**src/rtl/date_set_ctrl.sv**
```systemverilog
// Month/day edit controller: debounced buttons, set-month/set-day session,
// load strobes to the calendar counter, display data and blink mask.
module date_set_ctrl #(
  parameter int DEB_MS     = 20,
  parameter int BLINK_MS   = 250,
  parameter int TIMEOUT_MS = 10000
) (
  input  logic        clk,
  input  logic        R,
  input  logic        ce1ms,
  input  logic        btn_mode,
  input  logic        btn_inc,
  input  logic [7:0]  cur_m,
  input  logic [7:0]  cur_d,
  output logic        L,
  output logic        M_D,
  output logic [5:0]  DI,
  output logic [15:0] disp_dat,
  output logic [3:0]  blank,
  output logic        run_en
);

  localparam int DW = $clog2(DEB_MS + 1);
  localparam int BW = $clog2(BLINK_MS + 1);
  localparam int TW = $clog2(TIMEOUT_MS + 1);

  typedef enum logic [2:0] {
    RUN, SET_M, SET_D, COMMIT_M, COMMIT_D
  } state_t;

  state_t state, state_nx;

  function automatic logic [4:0] dim(input logic [3:0] m);
    case (m)
      4'd2:                    dim = 5'd28;
      4'd4, 4'd6, 4'd9, 4'd11: dim = 5'd30;
      default:                 dim = 5'd31;
    endcase
  endfunction

  function automatic logic bcd_ok(input logic [7:0] v);
    return (v[7:4] <= 4'd9) && (v[3:0] <= 4'd9);
  endfunction

  function automatic logic [7:0] bcd_val(input logic [7:0] v);
    return {4'd0, v[7:4]} * 8'd10 + {4'd0, v[3:0]};
  endfunction

  function automatic logic [7:0] to_bcd(input logic [5:0] v);
    return {4'(v / 6'd10), 4'(v % 6'd10)};
  endfunction

  logic [1:0] raw, sync1, sync2, prs;
  logic       p_mode, p_inc, inc_ok;

  assign raw = {btn_inc, btn_mode};

  // Reset high: a button held through reset never looks released.
  always_ff @(posedge clk) begin
    if (R) begin
      sync1 <= '1;
      sync2 <= '1;
    end else begin
      sync1 <= raw;
      sync2 <= sync1;
    end
  end

  for (genvar b = 0; b < 2; b++) begin : g_deb
    logic          lvl, arm, p;
    logic [DW-1:0] cnt;

    // arm gates presses until the button is seen released
    always_ff @(posedge clk) begin
      if (R) begin
        lvl <= 1'b0;
        arm <= 1'b0;
        p   <= 1'b0;
        cnt <= '0;
      end else begin
        p <= 1'b0;
        if (ce1ms) begin
          if (!sync2[b]) arm <= 1'b1;
          if (sync2[b] == lvl) begin
            cnt <= '0;
          end else if (cnt == DW'(DEB_MS - 1)) begin
            cnt <= '0;
            lvl <= sync2[b];
            p   <= sync2[b] & arm;
          end else begin
            cnt <= cnt + 1'b1;
          end
        end
      end
    end

    assign prs[b] = p;
  end

  assign p_mode = prs[0];
  assign p_inc  = prs[1];
  assign inc_ok = p_inc & ~p_mode;

  logic          in_set, timeout, phase;
  logic [TW-1:0] to_cnt;
  logic [BW-1:0] ph_cnt;

  assign in_set  = (state == SET_M) || (state == SET_D);
  assign timeout = in_set && ce1ms && !p_mode && !p_inc &&
                   (to_cnt == TW'(TIMEOUT_MS - 1));

  always_ff @(posedge clk) begin
    if (R || !in_set || p_mode || p_inc) to_cnt <= '0;
    else if (ce1ms)                      to_cnt <= to_cnt + 1'b1;
  end

  always_ff @(posedge clk) begin
    if (R || state == RUN || inc_ok) begin
      ph_cnt <= '0;
      phase  <= 1'b0;
    end else if (ce1ms) begin
      if (ph_cnt == BW'(BLINK_MS - 1)) begin
        ph_cnt <= '0;
        phase  <= ~phase;
      end else begin
        ph_cnt <= ph_cnt + 1'b1;
      end
    end
  end

  logic [7:0] cm_v, cd_v;
  logic [3:0] edit_m, ent_m, inc_m;
  logic [4:0] edit_d, ent_d, ent_dim, inc_dim, cur_dim;

  always_comb begin
    cm_v  = bcd_val(cur_m);
    cd_v  = bcd_val(cur_d);
    ent_m = 4'd1;
    if (bcd_ok(cur_m) && cm_v >= 8'd1 && cm_v <= 8'd12)
      ent_m = cm_v[3:0];
    ent_dim = dim(ent_m);
    ent_d   = 5'd1;
    if (bcd_ok(cur_d) && cd_v != 8'd0)
      ent_d = (cd_v > {3'b0, ent_dim}) ? ent_dim : cd_v[4:0];
    inc_m   = (edit_m == 4'd12) ? 4'd1 : edit_m + 4'd1;
    inc_dim = dim(inc_m);
    cur_dim = dim(edit_m);
  end

  always_ff @(posedge clk) begin
    if (R) begin
      edit_m <= 4'd1;
      edit_d <= 5'd1;
    end else if (state == RUN && p_mode) begin
      edit_m <= ent_m;
      edit_d <= ent_d;
    end else if (state == SET_M && inc_ok) begin
      edit_m <= inc_m;
      edit_d <= (edit_d > inc_dim) ? inc_dim : edit_d;
    end else if (state == SET_D && inc_ok) begin
      edit_d <= (edit_d >= cur_dim) ? 5'd1 : edit_d + 5'd1;
    end
  end

  always_ff @(posedge clk) begin
    if (R) state <= RUN;
    else   state <= state_nx;
  end

  always_comb begin
    state_nx = state;
    unique case (state)
      RUN:      if (p_mode) state_nx = SET_M;
      SET_M:    if (p_mode)       state_nx = SET_D;
                else if (timeout) state_nx = RUN;
      SET_D:    if (p_mode)       state_nx = COMMIT_M;
                else if (timeout) state_nx = RUN;
      COMMIT_M: state_nx = COMMIT_D;
      COMMIT_D: state_nx = RUN;
      default:  state_nx = RUN;
    endcase
  end

  logic       md_q;
  logic [5:0] di_q;

  always_ff @(posedge clk) begin
    if (R) begin
      md_q <= 1'b0;
      di_q <= '0;
    end else begin
      md_q <= M_D;
      di_q <= DI;
    end
  end

  always_comb begin
    L        = 1'b0;
    M_D      = md_q;
    DI       = di_q;
    blank    = 4'b0000;
    run_en   = 1'b0;
    disp_dat = {to_bcd({2'b0, edit_m}), to_bcd({1'b0, edit_d})};
    unique case (state)
      RUN: begin
        run_en   = 1'b1;
        disp_dat = {cur_m, cur_d};
      end
      SET_M: blank = {phase, phase, 2'b00};
      SET_D: blank = {2'b00, phase, phase};
      COMMIT_M: begin
        L   = 1'b1;
        M_D = 1'b1;
        DI  = {2'b0, edit_m};
      end
      COMMIT_D: begin
        L   = 1'b1;
        M_D = 1'b0;
        DI  = {1'b0, edit_d};
      end
      default: ;
    endcase
  end

endmodule

```
**config.mk**
```make
export PLATFORM = sky130hd
export DESIGN_NAME = date_set_ctrl
export DESIGN_NICKNAME = d
export VERILOG_FILES = /design/src/rtl/date_set_ctrl.sv
export SDC_FILE = /design/constraint.sdc
export NUM_CORES = 1
export LEC_CHECK = 0
export CAP_MARGIN = 5
export CORE_MARGIN = 3
export CORE_UTILIZATION = 30
export CTS_CLUSTER_DIAMETER = 30
export DETAILED_ROUTE_END_ITERATION = 6
export DONT_BUFFER_PORTS = 1
export SLEW_MARGIN = 0
export SYNTH_ARGS = -nofsm -noshare
export SYNTH_HDL_FRONTEND = slang
export SYNTH_SLANG_ARGS = --single-unit
```
**constraint.sdc**
```tcl
create_clock -name clk -period 4.78 [get_ports clk]
set_clock_uncertainty 0.15 [all_clocks]
set_input_delay 0.717 -clock clk [delete_from_list [all_inputs] [get_ports clk]]
set_output_delay 0.717 -clock clk [all_outputs]
set_load 0.03 [all_outputs]
```
==> key figures <==
Cells and area
  • P&R area growth vs syn: 10.2%
  • Util after Layout: 0.347
  • Final nets: 625
  • Most frequent cells in the layout: nor2_1 (69), dfxtp_1 (62), nand2_1 (50)
  • Layout cells sized above 1: 0.0689
  • Commonest non-fill, non-tap cell in the layout: nor2_1
  • Antenna diodes: 0

Yosys
  • EDFF count, synth: 0
  • Mapped Area: 0.00447 mm^2
  • Synth unique cells: 73
  • Post-synth top area share: 0.278
  • Ys async rst share: 0
  • Syn. warnings: 0
  • Ys flop type: dfxtp_1
  • Cell taking the most area after synthesis: dfxtp_1
  • Mapped Avg Cell Area: 7.77 um^2
  • Post-synthesis sequential area ratio: 0.278
  • Ranking of synthesized cells by area: dfxtp_1 (28%), ha_1 (11%), nor2_1 (5.8%)
  • Syn Inst Count: 575
  • Seq cells post-synth: 62
  • Syn nets: 639

Outcome
  • Status: finished, final reports clean

Placement
  • Dpl hpwl: 7650 um
  • Port bufs: 0
  • GPL Wtd Cong: 0.819
  • Pre-CTS WS: 81.2 ps

CTS
  • H-tree depth: 3
  • Clk sink count: 62
  • Num CTS Buffers: 9
  • CTS tree: done
  • Hold-fix buffers, CTS: 0
  • Clk buf depth: 2
  • Post_cts resized: 0
  • Clock-pin slew on the worst setup and hold paths: 60 ps
  • Setup Fix Bufs, Post-CTS: 0
  • Root buf cell: clkbuf_16
  • Skew-Pair Late Insertion Delay: 330 ps

Routing
  • Detail Route Antenna Nets: 0
  • Routed WL: 10,300 um
  • Wire per inst: 13.8 um
  • Met2 wire length: 4830 um
  • WL met1: 4750 um
  • Top layer in use: met4
  • Via count: 3,953
  • Routed wl met3: 618 um
  • Drt pass-1 iters: 4
  • Via-to-Cell Ratio: 5.30
  • Initial drt markers: 202
  • Drc violations: 0

Floorplan
  • Initial Utilization: 0.315
  • Die Span X: 128 um
  • Die area: 0.0164 mm^2
  • I/O pins: 50
  • Die Y: 128 um
  • Row count: 43
  • Core area: 0.0142 mm^2

Job
  • Max Cap Violations: 0

Power
  • Leakage Power: 1.87 nW
  • PwrDens: 270 mW/mm^2
  • Tot Pwr: 1.33 mW
  • Worst vdd ir: 0.221 mV

Global route
  • Largest net degree at the start of global routing: 42
  • Overflow after GRT: 0
  • Antenna violations before repair: 0
  • Vias in the first global route: 3,837
  • First-pass GRT wire length: 17,600 um
  • GRT Overall Usage: 0.128

STA
  • Fin Setup TNS: 0 ps
  • WHS: 264 ps
  • RSZ-0062 raised after global routing: no
  • Final Critical Period: 4320 ps
  • Endpoints failing hold: 0
  • Setup WS post-layout: 461 ps
  • Relative slew margins: 0.210
  • Fmax achieved: 232 MHz
  • Final max-slew violation count: 0
  • Setup violations, final: 0
  • Worst-margin pin slew: 1170 ps
  • Final worst-path cycle share: 0.904

Worst hold path
  • Min-Delay Path Class: reg -> reg
  • Min-Delay Startpoint: sync1[0]

Worst setup path
  • CP Launch Point: cur_m[5]
  • Critical path arrival: 4380 ps
  • Critical path class: in -> reg
  • Max FO, Critical Path: 5
  • CP endpoint kind: flop
  • Startpoint types: primary input
  • Worst r2r src: edit_m[1]
  • Worst EP required: 4840 ps
==> where the power goes <==
part	internal [mW]	switching, mW
Clock	0.407	0.251
Combinational	0.0588	0.0869
Sequential	0.522	0.00304
==> sequential cells by signal (all words and copies together) (netlist names) <==
signal / flops
g_deb.p: 2
state: 3
to_cnt: 14
g_deb.cnt: 10
ph_cnt: 8
edit_d: 5
phase: 1
md_q: 1
edit_m: 4
sync1: 2
g_deb.arm: 2
di_q: 6
sync2: 2
g_deb.lvl: 2
==> metal layers <==
layer  GRT usage  vias up
li1            -     2005
met1       0.158     1865
met2       0.211       73
met3      0.0425       10
met4      0.0362        0
met5           0        -
==> kinds of logic after synthesis <==
logic type | share of synthesized area
fa+ha+maj | 0.127
flops | 0.278
buf+inv | 0.0507
compound gates | 0.192
simple gates | 0.276
mux | 0.0115
xor+xnor | 0.0647
==> through the flow <==
stage / cells / area (um^2)
global route: 746 / 4920
floorplan: 575 / 4470
finish: 746 / 4920
CTS: 746 / 4920
global placement: 730 / 4620
detailed placement: 730 / 4620
==> synth_stat cells, drive strengths merged (9+ instances only) <==
| master | n |
|---|---|
| nor3 | 14 |
| clkbuf | 21 |
| nand4 | 13 |
| and3 | 9 |
| dfxtp | 62 |
| nand2 | 51 |
| xor2 | 17 |
| ha | 39 |
| xnor2 | 16 |
| nand3 | 17 |
| inv | 28 |
| nor2 | 70 |
| nor2b | 17 |
| o21ai | 37 |
| a21oi | 35 |
==> layout make-up <==
cell class | instances | area, um^2
clock buffer | 10 | 229
fill | 1521 | 9280
clock inverter | 6 | 72.6
tap | 180 | 225
multi-input combinational | 455 | 3010
timing repair buffer | 4 | 33.8
sequential | 62 | 1240
inverter | 29 | 109
==> worst paths after layout <==
| kind | to | slack [ps] | depth (start not counted) |
|---|---|---|---|
| min | sync2[0] | 260 | 1 |
| max | edit_d[1] | 460 | 15 |
| min reg2reg | sync2[0] | 260 | 1 |
| max reg2reg | edit_d[1] | 1200 | 14 |
==> critical path: stages <==
cell	delay, ps
ha_1	300
ha_1	220
fa_1	380
xor2_1	190
a2111oi_2	330
nand3_1	110
a2111o_1	420
or2_4	260
nor3_1	160
ha_1	180
a21oi_1	70
o41a_1	380
a21oi_1	290
nor4b_2	260
o32ai_1	120
Power figures use the tool's default switching activity.
